[config.mk]
export PLATFORM = sky130hd
export DESIGN_NAME = device_mixer
export DESIGN_NICKNAME = d
export VERILOG_FILES = /design/src/rtl/device_mixer_pkg.sv /design/src/rtl/device_mixer_dc_block.sv /design/src/rtl/device_mixer.sv
export SDC_FILE = /design/constraint.sdc
export NUM_CORES = 1
export LEC_CHECK = 0
export CAP_MARGIN = 20
export CORE_ASPECT_RATIO = 0.5
export CORE_MARGIN = 1
export CORE_UTILIZATION = 45
export CTS_CLUSTER_DIAMETER = 200
export DETAILED_ROUTE_END_ITERATION = 16
export PLACE_DENSITY = 0.7
export SLEW_MARGIN = 10
export SYNTH_ARGS = -nofsm -noshare
export SYNTH_HDL_FRONTEND = slang
export SYNTH_SLANG_ARGS = --single-unit
[constraint.sdc]
create_clock -name clk_sys -period 14.4 [get_ports clk_sys]
set_input_delay 2.16 -clock clk_sys [delete_from_list [all_inputs] [get_ports clk_sys]]
set_output_delay 2.16 -clock clk_sys [all_outputs]
set_load 0.01 [all_outputs]
[src/rtl/device_mixer_pkg.sv]
// Shared types and helpers for device_mixer: FSM states, gain shift,
// accumulator sizing and signed saturation.
package device_mixer_pkg;

  typedef enum logic [1:0] {IDLE, ACCUM, SAT, FILT} mix_state_t;

  // vol/8 gain: 8 is unity.
  localparam int GAIN_SHIFT = 3;

  function automatic int acc_width(input int sample_w, input int vol_w, input int channels);
    return sample_w + vol_w + $clog2(channels) + 1;
  endfunction

  // Clamp val to the signed range of out_w bits; clipped reports whether it did.
  function automatic logic signed [63:0] saturate(input logic signed [63:0] val,
                                                  input int out_w,
                                                  output logic clipped);
    logic signed [63:0] hi;
    logic signed [63:0] lo;
    hi = (64'sd1 <<< (out_w - 1)) - 64'sd1;
    lo = -(64'sd1 <<< (out_w - 1));
    clipped = 1'b0;
    if (val > hi) begin
      clipped = 1'b1;
      return hi;
    end
    if (val < lo) begin
      clipped = 1'b1;
      return lo;
    end
    return val;
  endfunction

endpackage

[src/rtl/device_mixer_dc_block.sv]
// One-pole DC-blocking high-pass: y = x - x_prev + y_prev - (y_prev >>> 8).
// Used by device_mixer only when DEVICE_MIXER_DC_BLOCK_EN is defined.
module mixer_dc_block
  import device_mixer_pkg::*;
#(
  parameter int SAMPLE_W = 16
) (
  input  logic                       clk_sys,
  input  logic                       reset,
  input  logic                       in_valid,
  input  logic signed [SAMPLE_W-1:0] x,
  output logic signed [SAMPLE_W-1:0] y,
  output logic                       clipped
);

  localparam int INT_W = SAMPLE_W + 2;

  logic signed [SAMPLE_W-1:0] x_prev_q, x_prev_d;
  logic signed [INT_W-1:0]    y_prev_q, y_prev_d;
  logic signed [INT_W-1:0]    y_int;
  logic                       int_clip, out_clip;

  always_comb begin
    y_int = INT_W'(saturate(64'(x) - 64'(x_prev_q) + 64'(y_prev_q) - 64'(y_prev_q >>> 8),
                            INT_W, int_clip));
    y       = SAMPLE_W'(saturate(64'(y_int), SAMPLE_W, out_clip));
    clipped = int_clip | out_clip;
    x_prev_d = in_valid ? x     : x_prev_q;
    y_prev_d = in_valid ? y_int : y_prev_q;
  end

  always_ff @(posedge clk_sys or posedge reset) begin
    if (reset) begin
      x_prev_q <= '0;
      y_prev_q <= '0;
    end else begin
      x_prev_q <= x_prev_d;
      y_prev_q <= y_prev_d;
    end
  end

endmodule

[src/rtl/device_mixer.sv]
// Combines CHANNELS device outputs: sequential gain/MAC audio mixer with
// saturation, plus AND-merged CPU read bus with collision flag.
// Optional DC-blocking filter after saturation: DEVICE_MIXER_DC_BLOCK_EN.
module device_mixer
  import device_mixer_pkg::*;
#(
  parameter int CHANNELS = 4,
  parameter int SAMPLE_W = 16,
  parameter int VOL_W    = 4
) (
  input  logic                               clk_sys,
  input  logic                               reset,
  input  logic                               sample_tick,
  input  logic [CHANNELS-1:0][SAMPLE_W-1:0]  ch_sound,
  input  logic [CHANNELS-1:0][VOL_W-1:0]     ch_volume,
  input  logic [CHANNELS-1:0]                ch_enable,
  input  logic [CHANNELS-1:0][7:0]           dev_data,
  input  logic [CHANNELS-1:0]                dev_output_rq,
  output logic signed [SAMPLE_W-1:0]         sound,
  output logic                               sound_valid,
  output logic                               clip,
  output logic                               overrun,
  output logic [7:0]                         data,
  output logic                               output_rq,
  output logic                               collision
);

  localparam int ACC_W  = acc_width(SAMPLE_W, VOL_W, CHANNELS);
  localparam int IDX_W  = (CHANNELS > 1) ? $clog2(CHANNELS) : 1;
  localparam int PROD_W = SAMPLE_W + VOL_W + 1;
  localparam logic [IDX_W-1:0] LAST_IDX = IDX_W'(CHANNELS - 1);

  mix_state_t                        state_q, state_d;
  logic signed [ACC_W-1:0]           acc_q, acc_d;
  logic [IDX_W-1:0]                  idx_q, idx_d;
  logic [CHANNELS-1:0][SAMPLE_W-1:0] snap_sound_q, snap_sound_d;
  logic [CHANNELS-1:0][VOL_W-1:0]    snap_volume_q, snap_volume_d;
  logic [CHANNELS-1:0]               snap_enable_q, snap_enable_d;
  logic signed [SAMPLE_W-1:0]        sound_q, sound_d;
  logic                              sound_valid_q, sound_valid_d;
  logic                              clip_q, clip_d;
  logic                              overrun_q, overrun_d;
  logic                              collision_q, collision_d;
  logic signed [PROD_W-1:0]          prod;
  logic signed [SAMPLE_W-1:0]        sat_res;
  logic                              sat_clip;

`ifdef DEVICE_MIXER_DC_BLOCK_EN
  logic signed [SAMPLE_W-1:0] filt_in_q, filt_in_d;
  logic signed [SAMPLE_W-1:0] dc_y;
  logic                       dc_clip;

  mixer_dc_block #(.SAMPLE_W(SAMPLE_W)) u_dc_block (
    .clk_sys  (clk_sys),
    .reset    (reset),
    .in_valid (state_q == FILT),
    .x        (filt_in_q),
    .y        (dc_y),
    .clipped  (dc_clip)
  );
`endif

  // NOTE: every signal written here gets a default first, so no path leaves it unassigned and no latch is inferred.
  always_comb begin
    state_d       = state_q;
    acc_d         = acc_q;
    idx_d         = idx_q;
    snap_sound_d  = snap_sound_q;
    snap_volume_d = snap_volume_q;
    snap_enable_d = snap_enable_q;
    sound_d       = sound_q;
    sound_valid_d = 1'b0;
    clip_d        = clip_q;
    overrun_d     = sample_tick && (state_q != IDLE);
    prod          = $signed(snap_sound_q[idx_q]) * $signed({1'b0, snap_volume_q[idx_q]});
    sat_res       = SAMPLE_W'(saturate(64'(acc_q >>> GAIN_SHIFT), SAMPLE_W, sat_clip));
`ifdef DEVICE_MIXER_DC_BLOCK_EN
    filt_in_d     = filt_in_q;
`endif

    case (state_q)
      IDLE: begin
        if (sample_tick) begin
          snap_sound_d  = ch_sound;
          snap_volume_d = ch_volume;
          snap_enable_d = ch_enable;
          acc_d         = '0;
          idx_d         = '0;
          state_d       = ACCUM;
        end
      end
      ACCUM: begin
        if (snap_enable_q[idx_q]) acc_d = acc_q + ACC_W'(prod);
        if (idx_q == LAST_IDX) begin
          idx_d   = '0;
          state_d = SAT;
        end else begin
          idx_d = idx_q + IDX_W'(1);
        end
      end
      SAT: begin
        clip_d = clip_q | sat_clip;
`ifdef DEVICE_MIXER_DC_BLOCK_EN
        filt_in_d = sat_res;
        state_d   = FILT;
`else
        sound_d       = sat_res;
        sound_valid_d = 1'b1;
        state_d       = IDLE;
`endif
      end
`ifdef DEVICE_MIXER_DC_BLOCK_EN
      FILT: begin
        sound_d       = dc_y;
        sound_valid_d = 1'b1;
        clip_d        = clip_q | dc_clip;
        state_d       = IDLE;
      end
`endif
      default: state_d = IDLE;
    endcase
  end

  // Read bus: open-drain style AND of all active drivers; idle bus reads FF.
  always_comb begin
    data = 8'hFF;
    for (int i = 0; i < CHANNELS; i++) begin
      if (dev_output_rq[i]) data &= dev_data[i];
    end
    output_rq   = |dev_output_rq;
    collision_d = $countones(dev_output_rq) > 1;
  end

  // NOTE: state flops use non-blocking assignments so every flop samples pre-edge values.
  always_ff @(posedge clk_sys or posedge reset) begin
    if (reset) begin
      state_q       <= IDLE;
      acc_q         <= '0;
      idx_q         <= '0;
      // NOTE: the snapshot is plain flops, not RAM, so it is reset along with the rest.
      snap_sound_q  <= '0;
      snap_volume_q <= '0;
      snap_enable_q <= '0;
      sound_q       <= '0;
      sound_valid_q <= 1'b0;
      clip_q        <= 1'b0;
      overrun_q     <= 1'b0;
      collision_q   <= 1'b0;
`ifdef DEVICE_MIXER_DC_BLOCK_EN
      filt_in_q     <= '0;
`endif
    end else begin
      state_q       <= state_d;
      acc_q         <= acc_d;
      idx_q         <= idx_d;
      snap_sound_q  <= snap_sound_d;
      snap_volume_q <= snap_volume_d;
      snap_enable_q <= snap_enable_d;
      sound_q       <= sound_d;
      sound_valid_q <= sound_valid_d;
      clip_q        <= clip_d;
      overrun_q     <= overrun_d;
      collision_q   <= collision_d;
`ifdef DEVICE_MIXER_DC_BLOCK_EN
      filt_in_q     <= filt_in_d;
`endif
    end
  end

  assign sound       = sound_q;
  assign sound_valid = sound_valid_q;
  assign clip        = clip_q;
  assign overrun     = overrun_q;
  assign collision   = collision_q;

endmodule

# [Yosys cells after proc, flatten, opt, wreduce, memory -nomap -nowiden]
# Cells that the tools add are included.
[word_totals] regBits=131 inputBits=123
[classes] n_reduce_logical=9 bitwise_logic=4 magnitude_cmp=4 multipliers=1 eq_ne=6 mux=28 addsub=5
[op_table] operator="16-bit 2-to-1 mux" n=5
[op_table] operator="23-bit 2-to-1 mux" n=2
[op_table] operator="23-bit one-hot mux with 2 select lines" n=1
[op_table] operator="16-bit binary-select mux with 2-bit select" n=1
[op_table] operator="8-bit 2-to-1 mux" n=4
[op_table] operator="8-bit AND" n=3
[op_table] operator="23-bit by 21-bit adder with 23-bit output" n=1
[op_table] operator="16-bit by 5-bit multiplier with 21-bit output" n=1
[op_table] operator="20-bit by 16-bit greater-than comparator with 1-bit output (second input constant)" n=1
[op_table] operator="20-bit by 16-bit less-than comparator with 1-bit output (second input constant)" n=1
[op_table] operator="4-bit binary-select mux with 2-bit select" n=1
[op_table] operator="2-bit 2-to-1 mux" n=4
[op_table] operator="2-bit one-hot mux with 2 select lines" n=2
[op_table] operator="1-bit 2-to-1 mux" n=6
[op_table] operator="2-bit != test (second input constant)" n=3
[op_table] operator="2-bit AND reduction" n=3
[op_table] operator="1-bit by 1-bit adder with 2-bit output" n=2
[op_table] operator="2-bit equality test (second input constant)" n=2
[op_table] operator="4-bit 2-to-1 mux" n=1
[op_table] operator="2-bit nonzero test" n=2
[op_table] operator="4-bit OR reduction" n=1
[op_table] operator="2-bit by 2-bit adder with 3-bit output" n=1
[op_table] operator="3-bit by 1-bit greater-than comparator with 1-bit output (second input constant)" n=1
[op_table] operator="2-bit by 3-bit less-than comparator with 1-bit output (second input constant)" n=1
[op_table] operator="other kinds (7)" n=7

# [Depth between registers and ports, before layout]
# Gate-level depths: netlist of the first run.
[depth] word_depth=7 depth_mapped=19 mapped_depth_nobuf=16

# [Worst setup path before layout of the first run]
# No wires, ideal clock.
[synth_path] kind="reg-to-reg" start="reg idx_q[0]" end="reg acc_q[22]" setup_slack_ns=9.483 synth_period_minus_slack_ns=4.917 t_required_ns=14.305 stages_incl_launch_ff=19 t_arrival_ns=4.822 setup_ns=0.095 cell_sequence="dfrtp_1 > buf_2 > buf_2 > buf_1 > mux4_2 > and2_1 > fa_1 > inv_1 > fa_1 > fa_1 > inv_1 > ha_1 > nor2b_1 > o2111ai_2 > a21oi_2 > o41ai_4 > a21oi_2 > o21a_1 > o31ai_1"
[synth_between] elab_chain_len=6 elab_cells_between_ends=12 classes_between="add/sub: 1; mul: 1; eq/ne: 1; mux: 8; reduce/logical: 1"
[synth_rtl] item="start, declared" line="device_mixer.sv:35" rtl="logic [IDX_W-1:0] idx_q, idx_d;"
[synth_rtl] item="start signal, assigned" line="device_mixer.sv:155" rtl="idx_q <= idx_d;"
[synth_rtl] item="16-bit binary-select mux with 2-bit select / 4-bit binary-select mux with 2-bit select (equally long branches)" line="device_mixer.sv:75" rtl="prod = $signed(snap_sound_q[idx_q]) * $signed({1'b0, snap_volume_q[idx_q]});"
[synth_rtl] item="16-bit 2-to-1 mux (implied by the code) / 4-bit 2-to-1 mux (equally long branches)" line="device_mixer.sv:75"
[synth_rtl] item="16-bit by 5-bit multiplier with 21-bit output" line="device_mixer.sv:75"
[synth_rtl] item="23-bit by 21-bit adder with 23-bit output" line="device_mixer.sv:93" rtl="if (snap_enable_q[idx_q]) acc_d = acc_q + ACC_W'(prod);"
[synth_rtl] item="23-bit 2-to-1 mux" line="device_mixer.sv:93"
[synth_rtl] item="23-bit one-hot mux with 2 select lines" line="device_mixer.sv:81" rtl="case (state_q)"
[synth_rtl] item="end signal, assigned" line="device_mixer.sv:138" rtl="acc_q <= '0;"
[synth_rtl] item="end signal, assigned" line="device_mixer.sv:154" rtl="acc_q <= acc_d;"
[synth_rtl] item="end, declared" line="device_mixer.sv:34" rtl="logic signed [ACC_W-1:0] acc_q, acc_d;"
# Several ways; a longest one is shown, not always the timed one. The select of a mux whose other input is x is not followed.
# A chain may end at the register's enable or synchronous reset.

# [Worst setup path after layout of the first run]
[layout_path] start="in dev_output_rq[0]" end="out output_rq"
[layout_between] elab_chain_len=1
[layout_rtl] item="start, declared" line="device_mixer.sv:18" rtl="input logic [CHANNELS-1:0] dev_output_rq,"
[layout_rtl] item="4-bit OR reduction" line="device_mixer.sv:130" rtl="output_rq = |dev_output_rq;"
[layout_rtl] item="end, declared" line="device_mixer.sv:24" rtl="output logic output_rq,"
# No other way between the ends.

==> out/metrics.cfg, run 1 <==
[run_status]
status=complete, no violations

[clocking]
clkTransAtPathRegs_ns=0.06
cts_setup_buffers=0
cts-root-buf=clkbuf_16
cts.repair.resized=0
cts_sinks=131
cts_made_buffers=17
cts_htree_levels=4
cts-hold-fix-buffers=0
cts_buffer_depth=2
worst_skew_pair.late_latency_ns=0.42
cts_tree=built

[synthesis]
synth.distinct_cells=45
synthFlopType=dfrtp_1
ys_seq_area_share_pct=37.0
synth_edf_count=0
avgSynthCellArea_sq_um=9.08
synth_seq_cells=131
syn_area_sq_um=8860
ys_warn_count=0
synth_nets=1204
async_reset_ff_share_pct=100
synthCells=976

[critical_path]
crit_type=in -> out
end_kind=primary output
start_kind=input pin
arrival_ns=3.82
cp_max_fo=10
critPathRequiredTime_ns=12.24

[drt]
drtIter0Drc=316
ant_nets=0
wl_per_cell_um=15.3
viasPerCell=5.01
drc=0
drt_first_pass_iters=4
wirelength_um=21200
vias=6938

[floorplanning]
fp.dieArea_sq_um=20300
die_w_um=200
ios=152
dieHeight_um=101
initial_core_util_pct=47.0
coreArea_sq_um=18800
rows=35

[global_route]
grt_max_degree=108
antenna_found_initial=1
grt_pass1_wl_um=35600
overflow=0
first_global_vias=7151
grt_usage_pct=22.2

[timing]
fin_crit_ns=5.98
final_hold_viol_count=0
fin_setup_tns_ns=0
slew_headroom_pct=37.6
maxSlewViolCount=0
clock.fmax_mhz=167
final-setup-viol-count=0
setup_ws_ns=8.42
tightest_slew_ns=0.936
fin_worst_skew_ns=0.0128
timing.final.crit_share_pct=41.5
grt_setup_unrepaired=false

[job]
drv_cap=0

[finish]
drive_above_1_share_pct=6.32
final_util_pct=59.5
area_delta_synth_final_pct=26.4
final_common_cell=nand2_1
layout_common_cells=nand2_1 (290), clkdlybuf4s50_1 (151), dfrtp_1 (131)
nets=1339

[placement]
portBuffers=151
dpl_worst_slack_ns=8.42
place_congestion=0.862
dpl.hpwl_um=15600

[min_path]
holdCritPathClass=reg -> reg

-- layer usage --
metal	vias up	share of wire, %	track usage [%]
li1	3393	-	-
met1	3350	47	30.5
met2	181	46	36.1
met3	14	6.0	5.15
met4	0	0.77	5.28
met5	-	0	0
-- per-stage QoR --
step                      instance area, sq um  hold WS, ns  std cells
after floorplan                           8860        0.440        976
after global placement                   10600        0.454       1349
after global routing                     11200        0.485       1383
after detailed placement                 10600        0.457       1349
final                                    11200        0.467       1384
after CTS                                11200        0.474       1381
-- registers in the layout (all words and copies together), names as in the netlist --
signal,count
acc_q,23
clip,1
collision,1
idx_q,2
overrun,1
snap_enable_q,4
snap_sound_q,64
snap_volume_q,16
sound,16
sound_valid,1
state_q,2
-- cell usage after synthesis, drive strengths merged (4+ instances only) --
cell type / number / area, sq um
ha: 48 / 601
xnor2: 13 / 114
xor2: 10 / 87.6
mux4: 21 / 473
a21oi: 21 / 116
nor2b: 4 / 25.0
o22ai: 16 / 100
inv: 111 / 417
dfrtp: 131 / 3280
and2: 63 / 394
buf: 10 / 46.3
nor2: 17 / 63.8
clkbuf: 32 / 120
nand3: 29 / 145
nand2: 291 / 1090
fa: 57 / 1140
o21ai: 55 / 275
a21o: 7 / 52.6
-- area by class of cell --
type	instances	area (sq um)
fillers	1665	7630
multi-input cells	689	5000
flip-flops and latches	131	3280
repair buffers	158	1590
inverters	114	430
clock buffers	18	429
well taps	259	324
clock inverters	14	145
diodes	1	2.50
-- final timing paths --
check                                     startpoint                      endpoint  slack [ns]  cells past startpoint
worst max-delay path                dev_output_rq[0]                     output_rq        8.42                      5
worst min-delay path                clip$_DFFE_PP0P_              clip$_DFFE_PP0P_        0.47                      1
worst max register to register  idx_q[0]$_DFFE_PP0P_         acc_q[22]$_DFFE_PP0P_        9.09                     16
worst min register to register      clip$_DFFE_PP0P_              clip$_DFFE_PP0P_        0.47                      1
max in group asynchronous                      reset  snap_enable_q[0]$_DFFE_PP0P_       10.78                      3
min in group asynchronous                      reset   snap_sound_q[5]$_DFFE_PP0P_        2.21                      2
-- cells by family (layout without fill, tap and decap cells) --
| logic type | count (synthesis) | after routing | synth area share [%] |
|---|---|---|---|
| compound gates | 122 | 122 | 8.56 |
| xor+xnor | 23 | 23 | 2.27 |
| fa+ha+maj | 105 | 105 | 19.7 |
| buf+inv | 156 | 304 | 6.71 |
| flops | 131 | 131 | 37.0 |
| mux | 23 | 23 | 5.58 |
| other cells | 0 | 1 | 0 |
| simple gates | 416 | 416 | 20.2 |
-- critical path: stages --
cell             delay, ns
clkdlybuf4s50_1       0.46
clkinv_1              0.26
ha_1                  0.31
nand3_1               0.08
clkdlybuf4s50_1       0.55
Power of run 1 is left out: the tool's default activity adds up to more than one toggle a clock period on the data nets, which glitch-free logic cannot reach.
==> run 2, diff against run 1 <==
==> constraint.sdc (replaced) <==
create_clock -name clk_sys -period 5.8 [get_ports clk_sys]
set_input_delay 0.87 -clock clk_sys [delete_from_list [all_inputs] [get_ports clk_sys]]
set_output_delay 0.87 -clock clk_sys [all_outputs]
set_load 0.01 [all_outputs]
==> run 2 against run 1 <==
  * Final cell count is 0.22% higher
  * Non-clock buffer count up 4
  * Die area did not move
  * Clock skew barely moved
  * Core utilization rose by 0.27 points
  * Routed wire length is 3.1% higher
  * Clock-buffer cell count did not move
  * Critical endpoint is now acc_q[22]$_DFFE_PP0P_
  * Largest cell class unchanged
  * Highest routed layer unchanged
==> out/metrics.cfg, run 2 (synthesis results as in run 1) <==
[run_status]
status=complete, no violations

[drt]
drtIter0Drc=442
drt_first_pass_iters=5
wirelength_um=21800
drc=0
ant_nets=0
viasPerCell=5.02
vias=6957
wl_per_cell_um=15.7

[floorplanning]
initial_core_util_pct=47.0
rows=35
coreArea_sq_um=18800
dieHeight_um=101
ios=152
die_w_um=200
fp.dieArea_sq_um=20300

[timing]
grt_setup_unrepaired=false
clock.fmax_mhz=195
whs_ns=0.472
slew_headroom_pct=48.4
setup_ws_ns=0.683
tightest_slew_ns=0.772
fin_crit_ns=5.12
fin_setup_tns_ns=0
timing.final.crit_share_pct=88.2
final_hold_viol_count=0
maxSlewViolCount=0
fin_worst_skew_ns=0.0128
final-setup-viol-count=0

[finish]
fill_cells=1678
area_delta_synth_final_pct=27.0
largest_reg_flops=64
nets=1343
layout_common_cells=nand2_1 (290), clkdlybuf4s50_1 (151), dfrtp_1 (131)
top_regs=snap_sound_q x64, acc_q x23
drive_above_1_share_pct=6.65
final_common_cell=nand2_1
multi_input_area_sq_um=5000
top_register=snap_sound_q
n_antenna_cell=0
seqCellArea_sq_um=3280

[clocking]
cts_htree_levels=4
cts_sinks=131
cts_buffer_depth=2
cts_setup_buffers=0
cts-hold-fix-buffers=0
cts-root-buf=clkbuf_16
worst_skew_pair.late_latency_ns=0.43
cts_tree=built
cts.repair.resized=0
cts_made_buffers=17
clkTransAtPathRegs_ns=0.07

[global_route]
grt_pass1_wl_um=35500
first_global_vias=6977
grt_usage_pct=22.7
antenna_found_initial=0
overflow=0
grt_max_degree=108

[critical_path]
start_kind=register
crit_type=reg -> reg
cp_max_fo=16
timing.rr.start=idx_q[1]$_DFFE_PP0P_
arrival_ns=5.46
end_kind=register
critPathRequiredTime_ns=6.14
crit_start=idx_q[1]$_DFFE_PP0P_

[min_path]
worstHoldStart=snap_sound_q[47]$_DFFE_PP0P_
holdCritPathClass=reg -> reg

[placement]
dpl_worst_slack_ns=0.650
portBuffers=151
place_congestion=0.839
dpl.hpwl_um=16700

[job]
drv_cap=0

[run 2: changes by cell type in the layout (fill, tap and decap cells not counted), sizes merged]
cell and change:
bufinv +1, buf +4, diode -1, clkinv +1
inv -2
[run 2: area by class of cell]
class	count	share of cell area [%]
Sequential cell	131	29.1
Inverter	114	3.83
Clock buffer	18	3.82
Clock inverter	14	1.36
Multi-Input combinational cell	689	44.4
Tap cell	259	2.88
Timing Repair Buffer	162	14.6
[run 2: worst max-delay path, stage by stage (launching register included)]
cell	delay [ns]
dfrtp_1	0.63
buf_4	0.27
mux4_2	0.47
and2_1	0.22
fa_1	0.51
inv_1	0.05
fa_1	0.46
fa_1	0.55
inv_1	0.05
ha_1	0.34
nor2b_1	0.17
o2111ai_2	0.23
a21oi_2	0.12
o41ai_4	0.46
a21oi_2	0.11
o21a_1	0.19
o31ai_1	0.21
[run 2: path summary, 6_finish.rpt]
kind,end,depth (start not counted),slack [ns]
setup / recovery,acc_q[22]$_DFFE_PP0P_,16,0.68
hold / removal,snap_sound_q[47]$_DFFE_PP0P_,2,0.47
setup reg to reg,acc_q[22]$_DFFE_PP0P_,16,0.68
hold reg to reg,snap_sound_q[47]$_DFFE_PP0P_,2,0.47
max in group asynchronous,snap_sound_q[50]$_DFFE_PP0P_,4,3.81
min in group asynchronous,snap_sound_q[7]$_DFFE_PP0P_,2,0.76
[run 2: per-layer routing]
layer  global-route usage (%)  wire, um
met5                        0         0
met4                     5.34       123
met3                     5.92      1540
met2                     34.7      9340
met1                     32.6     10800
[run 2: through the flow]
stage | instance area, sq um | cells | utilization [%]
2_1_floorplan | 8860 | 976 | -
3_3_place_gp | 10600 | 1352 | 56.3
3_5_place_dp | 10600 | 1352 | 56.3
4_1_cts | 11200 | 1384 | 59.4
5_1_grt | 11200 | 1387 | 59.7
6_report | 11200 | 1387 | 59.7
Power of run 2 is left out for the same reason.
==> run 3, diff against run 2 <==
--- a/config.mk
+++ b/config.mk
@@ -8,10 +8,9 @@
 export CAP_MARGIN = 20
 export CORE_ASPECT_RATIO = 0.5
 export CORE_MARGIN = 1
-export CORE_UTILIZATION = 45
-export CTS_CLUSTER_DIAMETER = 200
+export CORE_UTILIZATION = 40
+export CTS_CLUSTER_SIZE = 30
 export DETAILED_ROUTE_END_ITERATION = 16
-export PLACE_DENSITY = 0.7
 export SLEW_MARGIN = 10
 export SYNTH_ARGS = -nofsm -noshare
 export SYNTH_HDL_FRONTEND = slang
==> run 3 against run 2 <==
  * Register-to-register slack got worse by 0.02 ns
  * Critical path type unchanged
  * Critical endpoint unchanged
  * Via count down 1.1%
  * Final area rose by 0.30%
  * Core utilization down 7.7 points
  * Sequential share of layout area shrank 0.087 points
  * Die area up 12%
  * Critical path depth is the same
  * Non-clock buffer count shrank 1
==> out/metrics.cfg, run 3 (synthesis results as in run 1) <==
[floorplanning]
coreArea_sq_um=21700
dieHeight_um=107
fp.dieArea_sq_um=22800
initial_core_util_pct=40.9
ios=152
die_w_um=212
rows=38

[clocking]
cts_setup_buffers=0
cts_htree_levels=4
clkTransAtPathRegs_ns=0.06
cts_sinks=131
cts_tree=built
cts-root-buf=clkbuf_16
cts.repair.resized=0
worst_skew_pair.late_latency_ns=0.42
cts_buffer_depth=2
cts-hold-fix-buffers=0
cts_made_buffers=17

[placement]
place_congestion=0.839
dpl.hpwl_um=17100
portBuffers=151

[finish]
top_register=snap_sound_q
drive_above_1_share_pct=6.48
n_antenna_cell=0
layout_common_cells=nand2_1 (290), clkdlybuf4s50_1 (151), dfrtp_1 (131)
top_regs=snap_sound_q x64, acc_q x23
largest_reg_flops=64
area_delta_synth_final_pct=27.3
nets=1342
final_common_cell=nand2_1

[timing]
fin_worst_skew_ns=0.0125
fin_setup_tns_ns=0
final-setup-viol-count=0
slew_headroom_pct=47.7
timing.final.crit_share_pct=88.5
fin_crit_ns=5.13
final_hold_viol_count=0
maxSlewViolCount=0
tightest_slew_ns=0.781
whs_ns=0.465
grt_setup_unrepaired=false
clock.fmax_mhz=195

[drt]
drtIter0Drc=309
drt_first_pass_iters=4
wirelength_um=21900
wl_per_cell_um=15.4
viasPerCell=4.82
vias=6879
ant_nets=0
drc=0

[global_route]
overflow=0
antenna_found_initial=0
grt_max_degree=108
grt_pass1_wl_um=36200
grt_usage_pct=20.7
first_global_vias=6986

[critical_path]
cp_max_fo=14
r2r_setup_slack_ns=0.67
r2r_cells=16
critPathRequiredTime_ns=6.12
end_kind=register
arrival_ns=5.46
crit_type=reg -> reg
start_kind=register
crit_start=idx_q[0]$_DFFE_PP0P_
timing.rr.start=idx_q[0]$_DFFE_PP0P_

[run_status]
status=complete, no violations

[job]
drv_cap=0

[min_path]
whs_path_depth=1
worstHoldStart=clip$_DFFE_PP0P_
holdCritPathClass=reg -> reg

==> run 3: path summary, 6_finish.rpt <==
check                                          endpoint
min reg2reg                            clip$_DFFE_PP0P_
max in group asynchronous  snap_volume_q[9]$_DFFE_PP0P_
max reg2reg                       acc_q[22]$_DFFE_PP0P_
max                               acc_q[22]$_DFFE_PP0P_
min                                    clip$_DFFE_PP0P_
min in group asynchronous   snap_sound_q[5]$_DFFE_PP0P_
==> run 3: metrics by stage <==
| stage | instances | setup WS (ns) | utilization (%) | area, sq um |
|---|---|---|---|---|
| after floorplan | 976 | 0.883 | - | 8860 |
| after global placement | 1392 | 0.731 | 49.2 | 10700 |
| after detailed placement | 1393 | 0.651 | 49.3 | 10700 |
| after CTS | 1425 | 0.612 | 51.8 | 11200 |
| after global routing | 1427 | 0.295 | 52.0 | 11300 |
| final | 1427 | 0.665 | 52.0 | 11300 |
==> run 3: per-layer routing <==
layer / GRT usage (%) / wire length [um] / vias to the layer above / share of wire, %
li1: - / - / 3399 / -
met1: 30.6 / 11300 / 3300 / 51
met2: 31.4 / 9400 / 165 / 43
met3: 3.95 / 1070 / 15 / 4.9
met4: 4.57 / 173 / 0 / 0.79
met5: 0 / 0 / - / 0
==> run 3: layout make-up <==
cell class / instances / area [sq um]
Multi-Input combinational cell: 689 / 5000
Inverter: 114 / 430
Fill cell: 2065 / 10400
Tap cell: 300 / 375
Sequential cell: 131 / 3280
Timing Repair Buffer: 161 / 1650
Clock inverter: 13 / 123
Clock buffer: 19 / 433
==> run 3: critical path, cell delays in order, from the launching register on <==
cell and delay, ns:
dfrtp_1 0.67, buf_4 0.34, mux4_2 0.40, and2_1 0.20
fa_1 0.50, inv_1 0.05, fa_1 0.46, fa_1 0.54
inv_1 0.04, ha_1 0.33, nor2b_1 0.17, o2111ai_2 0.22
a21oi_2 0.13, o41ai_4 0.46, a21oi_2 0.11, o21a_1 0.19
o31ai_1 0.21
Power of run 3 is left out for the same reason.
